**config.mk**
```make
export PLATFORM = sky130hd
export DESIGN_NAME = apb_reg_slave
export DESIGN_NICKNAME = d
export VERILOG_FILES = /design/src/rtl/apb_pkg.sv /design/src/rtl/apb_slv_fsm.sv /design/src/rtl/apb_reg_slave.sv
export SDC_FILE = /design/constraint.sdc
export NUM_CORES = 1
export LEC_CHECK = 0
export BUFFER_PORTS_ARGS = -buffer_cell sky130_fd_sc_hd__buf_2
export CORE_AREA = 5 5 244 246
export CTS_BUF_LIST = sky130_fd_sc_hd__clkbuf_8
export CTS_CLUSTER_DIAMETER = 200
export DETAILED_ROUTE_END_ITERATION = 7
export DIE_AREA = 0 0 249 251
export PLACE_DENSITY = 0.51
export SETUP_SLACK_MARGIN = 0.05
export SLEW_MARGIN = 20
export SYNTH_ARGS = -nofsm -noshare
export SYNTH_HDL_FRONTEND = slang
export SYNTH_HIERARCHICAL = 1
export SYNTH_SLANG_ARGS = --single-unit
```
**constraint.sdc**
```tcl
create_clock -name clk -period 2.4 [get_ports clk]
set_input_delay 0.36 -clock clk [delete_from_list [all_inputs] [get_ports clk]]
set_output_delay 0.36 -clock clk [all_outputs]
set_load 0.02 [all_outputs]
```
**src/rtl/apb_pkg.sv**
```systemverilog
// Shared APB definitions for the register slave: bus widths, FSM state and latched request payload.
package apb_pkg;

  localparam int unsigned APB_DATA_W = 32;
  localparam int unsigned APB_ADDR_W = 32;

  typedef enum logic {
    IDLE,
    ACCESS
  } apb_state_t;

  typedef struct packed {
    logic                  write;
    logic                  in_range;
    logic [APB_DATA_W-1:0] wdata;
  } apb_req_t;

  // Register-index width for a power-of-two register count.
  function automatic int unsigned idx_width(input int unsigned num_regs);
    return (num_regs > 1) ? $clog2(num_regs) : 1;
  endfunction

endpackage

```
**src/rtl/apb_slv_fsm.sv**
```systemverilog
// APB completer protocol FSM: setup/access sequencing, wait-state counter, pready and commit pulses.
// Optional error response (pslverr) is built when APB_REG_SLAVE_PSLVERR_EN is defined.
module apb_slv_fsm
  import apb_pkg::*;
#(
  parameter int unsigned         NUM_REGS    = 8,
  parameter int unsigned         WAIT_CYCLES = 0,
  parameter logic [NUM_REGS-1:0] RO_MASK     = '0
) (
  input  logic                             clk,
  input  logic                             rstn,
  input  logic                             psel,
  input  logic                             pen,
  input  logic                             pwrite,
  input  logic [APB_ADDR_W-1:0]            paddr,
  input  logic [APB_DATA_W-1:0]            pwdata,
  output logic                             pready,
`ifdef APB_REG_SLAVE_PSLVERR_EN
  output logic                             pslverr,
`endif
  output logic [idx_width(NUM_REGS)-1:0]   idx_q,
  output logic [APB_DATA_W-1:0]            wdata_q,
  output logic [idx_width(NUM_REGS)-1:0]   load_idx_c,
  output logic                             load_rng_c,
  output logic                             load_rd_c,
  output logic                             commit_wr_c,
  output logic                             commit_rd_c
);

  localparam int unsigned          IDX_W      = idx_width(NUM_REGS);
  localparam int unsigned          CNT_W      = 4;
  localparam logic [CNT_W-1:0]     WAIT_INIT  = CNT_W'(WAIT_CYCLES);
  localparam logic [APB_ADDR_W-1:0] ADDR_LIMIT = APB_ADDR_W'(NUM_REGS * 4);

  apb_state_t       state;
  logic [CNT_W-1:0] cnt;
  apb_req_t         req_q;

  logic [IDX_W-1:0] cur_idx_c;
  logic             cur_rng_c;
  logic             setup_c;
  logic             access_c;
  logic             complete_c;
  logic             rise_c;

  assign wdata_q = req_q.wdata;

  // Decode and handshake qualifiers; in IDLE the read mux looks at the live address.
  always_comb begin
    cur_idx_c   = paddr[2 +: IDX_W];
    cur_rng_c   = (paddr < ADDR_LIMIT);
    setup_c     = (state == IDLE) && psel && !pen;
    access_c    = (state == ACCESS) && psel && pen;
    complete_c  = access_c && pready;
    rise_c      = access_c && !pready && (cnt == CNT_W'(1));
    load_rd_c   = (setup_c && !pwrite && (WAIT_CYCLES == 0)) || (rise_c && !req_q.write);
    load_idx_c  = (state == IDLE) ? cur_idx_c : idx_q;
    load_rng_c  = (state == IDLE) ? cur_rng_c : req_q.in_range;
    commit_wr_c = complete_c && req_q.write && req_q.in_range && !RO_MASK[idx_q];
    commit_rd_c = complete_c && !req_q.write && req_q.in_range;
  end

  always_ff @(posedge clk or negedge rstn) begin
    if (!rstn) begin
      state  <= IDLE;
      pready <= 1'b0;
      cnt    <= '0;
      idx_q  <= '0;
      req_q  <= '0;
    end else begin
      case (state)
        IDLE: begin
          if (setup_c) begin
            state <= ACCESS;
            idx_q <= cur_idx_c;
            req_q <= '{write: pwrite, in_range: cur_rng_c, wdata: pwdata};
            if (WAIT_CYCLES == 0) pready <= 1'b1;
            else                  cnt    <= WAIT_INIT;
          end
        end
        ACCESS: begin
          if (!psel) begin
            // Initiator abandoned the transfer: nothing is committed.
            state  <= IDLE;
            pready <= 1'b0;
            cnt    <= '0;
          end else if (pen) begin
            if (pready) begin
              state  <= IDLE;
              pready <= 1'b0;
            end else begin
              cnt <= cnt - CNT_W'(1);
              if (cnt == CNT_W'(1)) pready <= 1'b1;
            end
          end
        end
        default: state <= IDLE;
      endcase
    end
  end

`ifdef APB_REG_SLAVE_PSLVERR_EN
  logic err_c;
  logic err_q;

  assign err_c = !cur_rng_c || (pwrite && RO_MASK[cur_idx_c]);

  // Error flag travels with pready: raised when pready rises, dropped with it.
  always_ff @(posedge clk or negedge rstn) begin
    if (!rstn) begin
      err_q   <= 1'b0;
      pslverr <= 1'b0;
    end else begin
      if (setup_c) err_q <= err_c;
      if (setup_c && (WAIT_CYCLES == 0))                 pslverr <= err_c;
      else if (rise_c)                                   pslverr <= err_q;
      else if ((state == ACCESS) && (!psel || complete_c)) pslverr <= 1'b0;
    end
  end
`endif

endmodule

```
**src/rtl/apb_reg_slave.sv**
```systemverilog
// APB register slave: RW/RO register bank, read mux and access strobes around apb_slv_fsm.
// Define APB_REG_SLAVE_PSLVERR_EN to add the pslverr error response port.
module apb_reg_slave
  import apb_pkg::*;
#(
  parameter int unsigned         NUM_REGS    = 8,
  parameter int unsigned         WAIT_CYCLES = 0,
  parameter logic [NUM_REGS-1:0] RO_MASK     = '0
) (
  input  logic                           clk,
  input  logic                           rstn,
  input  logic                           psel,
  input  logic                           pen,
  input  logic                           pwrite,
  input  logic [APB_ADDR_W-1:0]          paddr,
  input  logic [APB_DATA_W-1:0]          pwdata,
  output logic [APB_DATA_W-1:0]          prdata,
  output logic                           pready,
  output logic [NUM_REGS*APB_DATA_W-1:0] reg_out,
  input  logic [NUM_REGS*APB_DATA_W-1:0] hw_in,
  output logic [NUM_REGS-1:0]            wr_stb,
  output logic [NUM_REGS-1:0]            rd_stb
`ifdef APB_REG_SLAVE_PSLVERR_EN
  ,
  output logic                           pslverr
`endif
);

  localparam int unsigned IDX_W = idx_width(NUM_REGS);

  logic [NUM_REGS-1:0][APB_DATA_W-1:0] regs_q;
  logic [NUM_REGS-1:0][APB_DATA_W-1:0] hw_arr;
  logic [IDX_W-1:0]                    idx_q;
  logic [IDX_W-1:0]                    load_idx_c;
  logic [APB_DATA_W-1:0]               wdata_q;
  logic [APB_DATA_W-1:0]               rd_mux_c;
  logic                                load_rng_c;
  logic                                load_rd_c;
  logic                                commit_wr_c;
  logic                                commit_rd_c;

  assign hw_arr  = hw_in;
  assign reg_out = regs_q;

  apb_slv_fsm #(
    .NUM_REGS    (NUM_REGS),
    .WAIT_CYCLES (WAIT_CYCLES),
    .RO_MASK     (RO_MASK)
  ) u_fsm (
    .clk         (clk),
    .rstn        (rstn),
    .psel        (psel),
    .pen         (pen),
    .pwrite      (pwrite),
    .paddr       (paddr),
    .pwdata      (pwdata),
    .pready      (pready),
`ifdef APB_REG_SLAVE_PSLVERR_EN
    .pslverr     (pslverr),
`endif
    .idx_q       (idx_q),
    .wdata_q     (wdata_q),
    .load_idx_c  (load_idx_c),
    .load_rng_c  (load_rng_c),
    .load_rd_c   (load_rd_c),
    .commit_wr_c (commit_wr_c),
    .commit_rd_c (commit_rd_c)
  );

  // Read source: hardware input for RO registers, bank contents otherwise, zero when unmapped.
  always_comb begin
    rd_mux_c = '0;
    if (load_rng_c) rd_mux_c = RO_MASK[load_idx_c] ? hw_arr[load_idx_c] : regs_q[load_idx_c];
  end

  always_ff @(posedge clk or negedge rstn) begin
    if (!rstn) begin
      regs_q <= '0;
      prdata <= '0;
      wr_stb <= '0;
      rd_stb <= '0;
    end else begin
      wr_stb <= '0;
      rd_stb <= '0;
      if (load_rd_c) prdata <= rd_mux_c;
      if (commit_wr_c) begin
        regs_q[idx_q] <= wdata_q;
        wr_stb[idx_q] <= 1'b1;
      end
      if (commit_rd_c) rd_stb[idx_q] <= 1'b1;
    end
  end

endmodule

```
==> results.txt, run 1 <==
----------------------------------------------------
[Placed design]
  Detailed placement HPWL ... 36200 microns
  Gp weighted congestion ... 0.822
  Setup Slack @ Placement ... -0.181 ns
  # port buffers ... 371
  Number of instances in the placed design ... 2150

[Logic synthesis]
  Post-synthesis sequential area ratio ... 55.7%
  Mean area per synthesized cell ... 14.8 sq um
  Post-synthesis register bit count ... 347
  Cell variety after synth ... 46
  Netlist area before placement ... 15600 sq um
  Share of flip-flops with an asynchronous set or reset after synthesis ... 100%
  Dominant synthesized flop cell ... sky130_fd_sc_hd__dfrtp_1
  Yosys warning total ... 6
  Gate Count Post-Synth ... 1056
  Post-synth EDFFs ... 0
  Net count after synthesis ... 1383

[Die]
  Ports placed on the boundary ... 630
  Initial Utilization ... 27.3%
  Rows ... 88
  Core area ... 57100 sq um
  Area enclosed by the die boundary ... 62500 sq um
  Vertical die dimension ... 251 microns
  Chip Width ... 249 microns

[Final layout]
  Commonest non-fill, non-tap cells in the layout ... sky130_fd_sc_hd__buf_2 (370), sky130_fd_sc_hd__dfrtp_1 (346), sky130_fd_sc_hd__mux2_2 (304), sky130_fd_sc_hd__clkbuf_8 (80), sky130_fd_sc_hd__inv_1 (57)
  Combined area of the multi-input logic cells ... 6090 sq um
  Relative area change from synthesis to final layout ... 28.9%
  Share of final-layout standard cells stronger than drive strength 1 ... 58.0%
  Count of filler cells inserted in the layout ... 5672
  Post-Layout Cell Count ... 2298
  Commonest non-fill, non-tap cell in the layout ... sky130_fd_sc_hd__buf_2
  Sequential cell area ... 8680 sq um
  Net total in the final layout ... 1820
  Core utilization of the finished layout ... 35.1%

[Status]
  Status ... finished clean

[Route]
  Total length of routed met3 wires ... 4850 microns
  Wire length on met2 ... 23900 microns
  DR pass1 iterations ... 5
  Initial DRC Count ... 457
  Via density per instance ... 4.68
  Via total after detailed routing ... 10750
  Count of unresolved DRC violations after routing ... 0
  Routed met1 length ... 23400 microns
  Total detailed-routing wirelength ... 53000 microns
  Highest metal layer used by the detailed router ... met5
  Final ANT Viol Nets ... 0
  Detailed-route wire length per cell ... 23.1 microns

[Worst setup path]
  Cell repeated most along the worst path ... sky130_fd_sc_hd__nand2_1
  Critical path, cell by cell ... nand2_1, or3_1, nor2_1, buf_4, nand2_1, or2_2, buf_12, mux2_2
  Max stage delay on crit path ... 0.44 ns
  Largest fanout on the critical path ... 33
  Critical Path Slowest Stage Cell ... sky130_fd_sc_hd__dfrtp_2
  Worst Path Class, Setup ... flip-flop to flip-flop
  Element type at the critical path end ... flip-flop
  Kind of start point of the critical path ... flip-flop
  Endpoint arrival time on the critical path ... 2.75 ns
  Length in cells of the worst reg-to-reg path ... 8
  Required @ worst endpoint ... 2.89 ns

[GRT]
  Vias in the first global route ... 11840
  Overall global routing resource usage ... 16.6%
  Global-route wire length before repair ... 79000 microns
  Largest net degree at the start of global routing ... 81
  Antenna violations before repair ... 2
  Remaining global-route overflow ... 0

[Timing]
  Final setup violation count ... 0
  Final setup slack of the worst path ... 0.135 ns
  Peak Freq ... 441 MHz
  Max-slew violation total from the final report ... 0
  Final critical delay including setup and external delays ... 2.27 ns
  Hold Vio Cnt, Final ... 0
  Worst clock skew ... 0.0282 ns
  Measured slew at the worst slew-check pin ... 0.578 ns
  Normalized max-slew margin ... 61.5%
  RSZ-0062 raised after global routing ... true
  Final critical-path share of the clock period ... 94.4%
  Worst Hold Margin ... 0.0981 ns

[Worst hold path]
  Type of the worst min-delay path ... primary input to flip-flop
  Min-Delay Path Depth ... 3

[Pwr]
  Total power ... 13.4 mW
  Power per cell area ... 667 nW/um^2
  Largest voltage drop on the vdd net ... 0.560 mV
  Reported leakage power ... 10.7 nW

[CTS]
  Setup Buffers After CTS ... 0
  TritonCTS clock tree ... yes
  Number of buffers created by CTS ... 67
  Insertion delay to the later sink of the worst-skew pair ... 0.63 ns
  Largest buffer count on any clock path ... 3
  Clock slew seen by the registers of the worst setup and hold paths ... 0.06 ns
  Max H-tree Level ... 3
  Root cell of the clock tree ... sky130_fd_sc_hd__clkbuf_8
  Clock sink count ... 347

[Flow run]
  Max cap viols ... 0

----------------------------------------------------
## final timing paths
path	end	slack [ns]	start
max reg2reg	reg_out[111]	0.13	u_fsm/req_q[32]
max	reg_out[111]	0.13	u_fsm/req_q[32]
min	u_fsm/state	0.1	pen
min reg2reg	prdata[30]	0.49	prdata[30]
min in group asynchronous	reg_out[147]	0.24	rstn
max in group asynchronous	u_fsm/req_q[32]	1.38	rstn
## logic make-up after synthesis
logic type / after synthesis / share of synthesized area (%)
mux: 379 / 30.6
fa+ha+maj: 2 / 0.161
buf+inv: 135 / 5.56
compound gates: 84 / 4.05
simple gates: 109 / 3.93
flops: 347 / 55.7
## layout make-up
class,instances,share of cell area [%]
sequential,347,43.2
clock inverter,28,0.779
multi-input combinational,574,30.3
clock buffer,80,5.48
inverter,37,0.692
tap,765,4.77
antenna,1,0.0125
timing repair buffer,466,14.7
## power by group
group          leakage (nW)  internal, mW  switching, mW  total [mW]
registers              4.75          6.04          0.335        6.38
clock network         0.718          3.10           2.54        5.64
logic                  5.22         0.589          0.776        1.37
total                  10.7          9.73           3.65        13.4
## critical path, delay by kind of cell, from the launching register on
family	cells	cell delay [ns]
multiplexers	1	0.30
AND/OR/NAND/NOR	5	1.01
flip-flops	1	0.44
buffers and inverters	2	0.34
## routing by layer
layer | global-route usage, % | vias up
met5 | 0 | -
met2 | 25.5 | 420
met3 | 7.21 | 70
met1 | 21.8 | 5539
li1 | - | 4719
met4 | 4.43 | 2
## what timing repair did
item / in CTS / in global routing
pin swaps: 0 / 1
endpoints found under the setup margin: 1 / 16
gates resized for setup: 1 / 1
hold endpoints to repair: 128 / 0
hold buffers: 39 / 0
## sequential cells by signal, indices dropped and copies added (netlist names)
register       count
rd_stb             8
u_fsm/state        1
prdata            32
u_fsm/idx_q        3
u_fsm/cnt          4
reg_out          256
wr_stb             8
u_fsm/pready       1
u_fsm/req_q        2
u_fsm/wdata_q     32
## per-stage QoR
step	instance area (sq um)	setup TNS (ns)
floorplan	15600	0
global placement	18400	-2.35
detailed placement	18400	-2.08
CTS	20100	0
global route	20100	0
finish	20100	0
## cells in the mapped netlist (2+ instances only)
cell,number,share of area (%)
sky130_fd_sc_hd__nand2_1,10,0.24
sky130_fd_sc_hd__buf_2,20,0.64
sky130_fd_sc_hd__nor4_1,6,0.24
sky130_fd_sc_hd__o32ai_1,27,1.5
sky130_fd_sc_hd__dfrtp_1,347,56
sky130_fd_sc_hd__buf_6,16,1.2
sky130_fd_sc_hd__nand2b_1,14,0.56
sky130_fd_sc_hd__nor2_1,34,0.82
sky130_fd_sc_hd__nor3_2,2,0.13
sky130_fd_sc_hd__o22ai_1,28,1.1
sky130_fd_sc_hd__or2_1,3,0.12
sky130_fd_sc_hd__o21ai_0,3,0.096
sky130_fd_sc_hd__o41ai_1,7,0.39
sky130_fd_sc_hd__a21oi_1,3,0.096
sky130_fd_sc_hd__ha_1,2,0.16
sky130_fd_sc_hd__mux2_2,305,22
sky130_fd_sc_hd__mux4_2,24,3.5
sky130_fd_sc_hd__nand4_1,2,0.080
sky130_fd_sc_hd__nor2_2,2,0.080
sky130_fd_sc_hd__buf_12,2,0.26
sky130_fd_sc_hd__nand2b_4,3,0.26
sky130_fd_sc_hd__mux4_1,8,1.3
sky130_fd_sc_hd__buf_4,45,2.2
sky130_fd_sc_hd__or3_1,4,0.16
sky130_fd_sc_hd__mux2_4,29,2.8
sky130_fd_sc_hd__inv_1,37,0.89
sky130_fd_sc_hd__a2111oi_0,6,0.34
sky130_fd_sc_hd__nor3_1,4,0.13
sky130_fd_sc_hd__a211oi_1,6,0.29
sky130_fd_sc_hd__mux2_1,12,0.87
sky130_fd_sc_hd__nor2b_1,19,0.76
sky130_fd_sc_hd__clkbuf_1,12,0.29
No activity file was read; power rests on OpenSTA's default activity.
==> inputs of run 2 (changes only) <==
Settings changed: ABC_AREA from default to 1, CORE_AREA 5 5 244 246 to 5 5 245 247, DIE_AREA 0 0 249 251 to 0 0 250 252, PLACE_DENSITY 0.51 to 0.52.
==> run 2 against run 1 <==
Effect of this change:
- flip-flop and latch count unchanged
- area after synthesis rose by 2.8%
- hold slack got worse by 0.014 ns
- die area is 0.80% higher
- first-iteration DRC count increased by 130%
- highest routed layer unchanged
- critical path type unchanged
- wire length is 16% higher
==> results.txt, run 2 <==
----------------------------------------------------
[Timing]
  Worst Hold Margin ... 0.0841 ns
  Max-slew violation total from the final report ... 0
  Measured slew at the worst slew-check pin ... 0.973 ns
  Final setup violation count ... 0
  RSZ-0062 raised after global routing ... false
  Final critical-path share of the clock period ... 88.4%
  Final-layout setup total negative slack ... 0 ns
  Normalized max-slew margin ... 35.0%
  Worst clock skew ... 0.0319 ns
  Hold Vio Cnt, Final ... 0
  Final critical delay including setup and external delays ... 2.12 ns
  Peak Freq ... 471 MHz

[Worst setup path]
  Largest fanout on the critical path ... 41
  Kind of start point of the critical path ... flip-flop
  Buffers plus inverters on the worst setup path ... 2
  Length in cells of the worst reg-to-reg path ... 9
  Critical Path Slowest Stage Cell ... sky130_fd_sc_hd__dfrtp_2
  Reg-to-Reg End ... reg_out[48]
  Number of cells on the critical path ... 9
  Endpoint arrival time on the critical path ... 2.60 ns
  Launch point of the worst path ... u_fsm/state
  Critical Path Sink ... reg_out[48]
  R2r setup slk ... 0.28 ns
  Element type at the critical path end ... flip-flop
  Max stage delay on crit path ... 0.52 ns
  Required @ worst endpoint ... 2.88 ns
  Critical path, cell by cell ... nand2_1, nor2_2, nand3_1, nor2_1, buf_4, nand3_4, buf_4, nand2_1, o21ai_0
  Worst Path Class, Setup ... flip-flop to flip-flop
  Startpoint of the lowest-slack register-to-register path ... u_fsm/state
  Gate family responsible for the most delay along the worst path ... simple AND/OR/NAND/NOR gates

[Final layout]
  Max FFs per register ... 256
  Commonest non-fill, non-tap cell in the layout ... sky130_fd_sc_hd__nand2_1
  Non-Filler Cell Area, Final ... 20400 sq um
  Commonest non-fill, non-tap cells in the layout ... sky130_fd_sc_hd__nand2_1 (768), sky130_fd_sc_hd__buf_2 (370), sky130_fd_sc_hd__dfrtp_1 (346), sky130_fd_sc_hd__inv_1 (281), sky130_fd_sc_hd__o21ai_0 (248)
  Count of filler cells inserted in the layout ... 6128
  Share of final-layout standard cells stronger than drive strength 1 ... 21.9%
  Core utilization of the finished layout ... 35.6%
  Net total in the final layout ... 2748
  Relative area change from synthesis to final layout ... 27.3%
  Post-Layout Cell Count ... 3242

[Placed design]
  Detailed placement HPWL ... 41500 microns
  # port buffers ... 371
  Gp weighted congestion ... 0.810
  Instance area at placement ... 18700 sq um
  Number of instances in the placed design ... 3087

[CTS]
  Root cell of the clock tree ... sky130_fd_sc_hd__clkbuf_8
  Max H-tree Level ... 3
  Setup Buffers After CTS ... 0
  Number of buffers created by CTS ... 66
  Insertion delay to the later sink of the worst-skew pair ... 0.63 ns
  Clock sink count ... 347
  Largest buffer count on any clock path ... 3
  TritonCTS clock tree ... yes
  Clock slew seen by the registers of the worst setup and hold paths ... 0.06 ns

[Logic synthesis]
  Synth Area in Compound Gates ... 8.56%
  Netlist area before placement ... 16000 sq um
  Post-synth EDFFs ... 0
  Post-synthesis share of cell area spent on xor and xnor gates ... 0%
  Fraction of synthesized area in multiplexers ... 0%
  Cell variety after synth ... 25
  Net count after synthesis ... 2379
  Gate Count Post-Synth ... 2052
  Largest cells by area after synthesis ... sky130_fd_sc_hd__dfrtp_1 (54%), sky130_fd_sc_hd__nand2_1 (18%), sky130_fd_sc_hd__o21ai_0 (7.8%)
  Top post-synthesis cells by count ... sky130_fd_sc_hd__nand2_1 (770), sky130_fd_sc_hd__dfrtp_1 (347), sky130_fd_sc_hd__inv_1 (266), sky130_fd_sc_hd__o21ai_0 (251), sky130_fd_sc_hd__nand3_1 (202)
  Dominant synthesized flop cell ... sky130_fd_sc_hd__dfrtp_1
  Dominant combinational cell family by area after synthesis ... simple AND/OR/NAND/NOR gates
  Yosys top cell area share ... 54.2%
  Yosys warning total ... 6
  Post-synthesis sequential area ratio ... 54.2%
  Mean area per synthesized cell ... 7.81 sq um
  Post-Synth Adder-Cell Area ... 0.156%
  Share of synthesized cell area in and, or, nand and nor gates ... 25.5%
  Synth area leader ... sky130_fd_sc_hd__dfrtp_1
  Most common cell in the netlist ... sky130_fd_sc_hd__nand2_1
  Post-synthesis register bit count ... 347
  Share of flip-flops with an asynchronous set or reset after synthesis ... 100%

[GRT]
  Global-route wire length before repair ... 92200 microns
  Antenna violations before repair ... 10
  Largest net degree at the start of global routing ... 97
  Overall global routing resource usage ... 19.0%
  Vias in the first global route ... 14577
  Remaining global-route overflow ... 0

[Die]
  Area enclosed by the die boundary ... 63000 sq um
  Initial Utilization ... 27.9%
  Core area ... 57400 sq um
  Vertical die dimension ... 252 microns
  Chip Width ... 250 microns
  Ports placed on the boundary ... 630
  Rows ... 88

[Pwr]
  Largest voltage drop on the vdd net ... 0.394 mV
  Reported leakage power ... 11.0 nW
  Power per cell area ... 679 nW/um^2

[Route]
  Count of unresolved DRC violations after routing ... 0
  Via total after detailed routing ... 15005
  Initial DRC Count ... 1069
  Via density per instance ... 4.63
  Final ANT Viol Nets ... 0
  Total detailed-routing wirelength ... 61600 microns
  Detailed-route wire length per cell ... 19.0 microns
  DR pass1 iterations ... 5

[Worst hold path]
  Type of the worst min-delay path ... primary input to flip-flop
  Hold_sp ... pwdata[9]

[Status]
  Status ... finished clean

[Flow run]
  Max cap viols ... 0

----------------------------------------------------
## run 2: kinds of logic after synthesis
family,count (synthesis)
compound gates,273
simple gates,1007
fa+ha+maj,2
flops,347
buf+inv,423
## run 2: repair_timing
item	in CTS	in global routing
hold endpoints to repair	97	0
gates resized for setup	0	1
hold buffers	31	0
endpoints found under the setup margin	0	49
## run 2: metal layers
layer	vias to the layer above	track usage [%]	share of wire, %
li1	7101	-	-
met1	7212	27.7	47
met2	599	26.9	41
met3	89	5.91	9.9
met4	4	5.93	2.2
met5	-	0	0.044
## run 2: cell type report
class | count | area [sq um] | area share [%]
Clock inverter | 31 | 190 | 0.932
Clock buffer | 82 | 1130 | 5.53
Tap cell | 765 | 957 | 4.69
Multi-Input combinational cell | 1282 | 5590 | 27.4
Sequential cell | 347 | 8680 | 42.6
Antenna cell | 11 | 27.5 | 0.135
Timing Repair Buffer | 453 | 2800 | 13.7
Inverter | 271 | 1020 | 5.00
## run 2: worst min path at each step
stage	to	cells past startpoint
after floorplan	prdata[0]	0
after global placement	reg_out[177]	1
after detailed placement	reg_out[177]	1
after CTS	u_fsm/idx_q[2]	3
after global routing	u_fsm/idx_q[2]	3
final	u_fsm/wdata_q[9]	3
## run 2: worst min-delay path: cells and delay by family
kind | cells | cell delay, ns
and+or+nand+nor | 2 | 0.24
buffers and inverters | 1 | 0.08
## run 2: report_power, final
part           switching (mW)  internal, mW  total [mW]
Clock                    2.65          3.21        5.86
Combinational            1.32         0.543        1.87
Sequential              0.118          6.00        6.12
## run 2: stage by stage
step	total power, mW	setup WS, ns
global placement	8.02	0.196
global route	14.6	0.142
detailed placement	8.06	0.129
CTS	14.1	0.144
floorplan	7.32	0.722
finish	13.8	0.279
==> inputs of run 3 (changes only) <==
Clock period 2.4 ns to 2.05 ns, I/O delays scaled along.
==> run 3 against run 2 <==
Effect of this change:
- non-clock buffer count is 22 higher
- cell count is 0.62% higher
- clock power is 18% higher
- hold slack better by 0.061 ns
- flip-flop and latch count stayed put
- setup slack worse by 0.17 ns
- die area stayed put
- critical path type unchanged
- combinational power is 21% higher
- largest power group unchanged
- highest routed layer unchanged
- critical endpoint is now prdata[10]
- count of clock-buffer cells in the layout is 1 lower
- cell area is 1.9% higher
==> results.txt, run 3 (synthesis gave the netlist of run 2 again) <==
----------------------------------------------------
[Final layout]
  Relative area change from synthesis to final layout ... 29.7%
  Commonest non-fill, non-tap cells in the layout ... sky130_fd_sc_hd__nand2_1 (768), sky130_fd_sc_hd__buf_2 (370), sky130_fd_sc_hd__dfrtp_1 (346), sky130_fd_sc_hd__inv_1 (279), sky130_fd_sc_hd__o21ai_0 (247)
  Net total in the final layout ... 2771
  Share of final-layout standard cells stronger than drive strength 1 ... 22.3%
  Max FFs per register ... 256
  Count of filler cells inserted in the layout ... 6023
  Commonest non-fill, non-tap cell in the layout ... sky130_fd_sc_hd__nand2_1

[Timing]
  Normalized max-slew margin ... 59.1%
  RSZ-0062 raised after global routing ... true
  Peak Freq ... 516 MHz
  Hold Vio Cnt, Final ... 0
  Final critical delay including setup and external delays ... 1.94 ns
  Measured slew at the worst slew-check pin ... 0.613 ns
  Final setup violation count ... 0
  Final critical-path share of the clock period ... 94.6%
  Max-slew violation total from the final report ... 0
  Final-layout setup total negative slack ... 0 ns
  Worst clock skew ... 0.0272 ns

[Worst setup path]
  Worst Path Class, Setup ... flip-flop to flip-flop
  Length in cells of the worst reg-to-reg path ... 11
  R2r setup slk ... 0.11 ns
  Max stage delay on crit path ... 0.44 ns
  Launch point of the worst path ... u_fsm/state
  Reg-to-Reg End ... prdata[10]
  Element type at the critical path end ... flip-flop
  Endpoint arrival time on the critical path ... 2.46 ns
  Largest fanout on the critical path ... 29
  Critical path, cell by cell ... buf_12, nand2_1, o21ai_4, buf_12, inv_8, buf_12, nand2_1, nand3_1, nand3_1, nand3_1, nand2_1
  Critical Path Slowest Stage Cell ... sky130_fd_sc_hd__dfrtp_2
  Startpoint of the lowest-slack register-to-register path ... u_fsm/state
  Kind of start point of the critical path ... flip-flop
  Required @ worst endpoint ... 2.57 ns
  Critical Path Sink ... prdata[10]

[Route]
  Via total after detailed routing ... 14989
  Final ANT Viol Nets ... 0
  Count of unresolved DRC violations after routing ... 0
  Initial DRC Count ... 1088
  Detailed-route wire length per cell ... 19.4 microns
  DR pass1 iterations ... 5
  Via density per instance ... 4.60
  Total detailed-routing wirelength ... 63100 microns

[CTS]
  Max H-tree Level ... 3
  Number of buffers created by CTS ... 67
  Insertion delay to the later sink of the worst-skew pair ... 0.63 ns
  TritonCTS clock tree ... yes
  Clock sink count ... 347
  Root cell of the clock tree ... sky130_fd_sc_hd__clkbuf_8
  Clock slew seen by the registers of the worst setup and hold paths ... 0.06 ns
  Largest buffer count on any clock path ... 3

[Pwr]
  Power per cell area ... 787 nW/um^2
  Largest voltage drop on the vdd net ... 0.450 mV
  Total power ... 16.3 mW
  Reported leakage power ... 11.2 nW

[Die]
  Chip Width ... 250 microns
  Initial Utilization ... 27.9%
  Rows ... 88
  Ports placed on the boundary ... 630
  Vertical die dimension ... 252 microns
  Core area ... 57400 sq um
  Area enclosed by the die boundary ... 63000 sq um

[Flow run]
  Max cap viols ... 0

[Status]
  Status ... finished clean

[GRT]
  Vias in the first global route ... 14548
  Largest net degree at the start of global routing ... 74
  Remaining global-route overflow ... 0
  Global-route wire length before repair ... 92300 microns
  Antenna violations before repair ... 5
  Overall global routing resource usage ... 19.0%

[Placed design]
  Detailed placement HPWL ... 42400 microns
  # port buffers ... 371
  Gp weighted congestion ... 0.833

[Worst hold path]
  Type of the worst min-delay path ... primary input to flip-flop

----------------------------------------------------
==> run 3: cell count changes in the layout (fill, tap and decap cells not counted), sizes merged <==
cell,previous run,this run
buf,422,431
clkbuf,82,84
clkinv,5,10
clkinvlp,1,2
diode,11,7
bufinv,1,2
dlygate4sd3,31,41
inv,295,291
==> run 3: critical path, delay by kind of cell (launching register included) <==
family,cells,cell delay [ns]
and+or+nand+nor,6,0.54
buffers and inverters,4,0.73
DFF,1,0.44
AOI/OAI and AO/OA,1,0.08
==> run 3: where the power goes <==
group | switching, mW | internal (mW)
clock network | 3.10 | 3.84
logic | 1.59 | 0.678
registers | 0.123 | 7.02
total | 4.81 | 11.5
==> run 3: worst min-delay path by stage <==
| stage | from | end | slack [ns] | depth (start not counted) |
|---|---|---|---|---|
| 2_1_floorplan | rstn | prdata[0] | 0.01 | 0 |
| 3_3_place_gp | rstn | reg_out[209] | 0.27 | 1 |
| 3_5_place_dp | rstn | reg_out[241] | 0.28 | 1 |
| 4_1_cts | paddr[28] | u_fsm/req_q[32] | 0.08 | 8 |
| 5_1_grt | paddr[28] | u_fsm/req_q[32] | 0.18 | 8 |
| 6_report | paddr[28] | u_fsm/req_q[32] | 0.14 | 8 |
==> run 3: per-stage QoR <==
stage          cells  hold WS (ns)  cell area, sq um  setup slack, ns  utilization, %
6_report        3262         0.145             20800            0.111            36.2
3_5_place_dp    3094         0.277             18900           0.0293            32.9
3_3_place_gp    3094         0.274             18900           0.0384            32.9
4_1_cts         3250        0.0798             20600           0.0568            36.0
2_1_floorplan   2052        0.0119             16000            0.372               -
5_1_grt         3256         0.179             20800           0.0416            36.2
==> run 3: layout make-up <==
| cell class | count | area [sq um] | share of cell area, % |
|---|---|---|---|
| sequential | 347 | 8680 | 41.8 |
| multi-input combinational | 1282 | 5600 | 26.9 |
| timing repair buffer | 475 | 3170 | 15.2 |
| clock buffer | 81 | 1110 | 5.37 |
| inverter | 271 | 1020 | 4.93 |
| tap | 765 | 957 | 4.61 |
| clock inverter | 34 | 215 | 1.04 |
| antenna | 7 | 17.5 | 0.0843 |
==> run 3: what timing repair did <==
item | 4_1_cts | 5_1_grt
endpoints found under the hold margin | 94 | 0
resized for setup | 2 | 9
hold buffers | 41 | 0
pin swaps | 0 | 1
setup endpoints to repair | 26 | 107
buffers inserted | 0 | 2
cloned | 0 | 3
==> run 3: layer usage <==
layer	wire, microns	GRT usage [%]	vias up
li1	-	-	7148
met1	29100	27.4	7090
met2	25700	27.0	662
met3	6780	6.31	85
met4	1550	6.30	4
met5	27	0	-
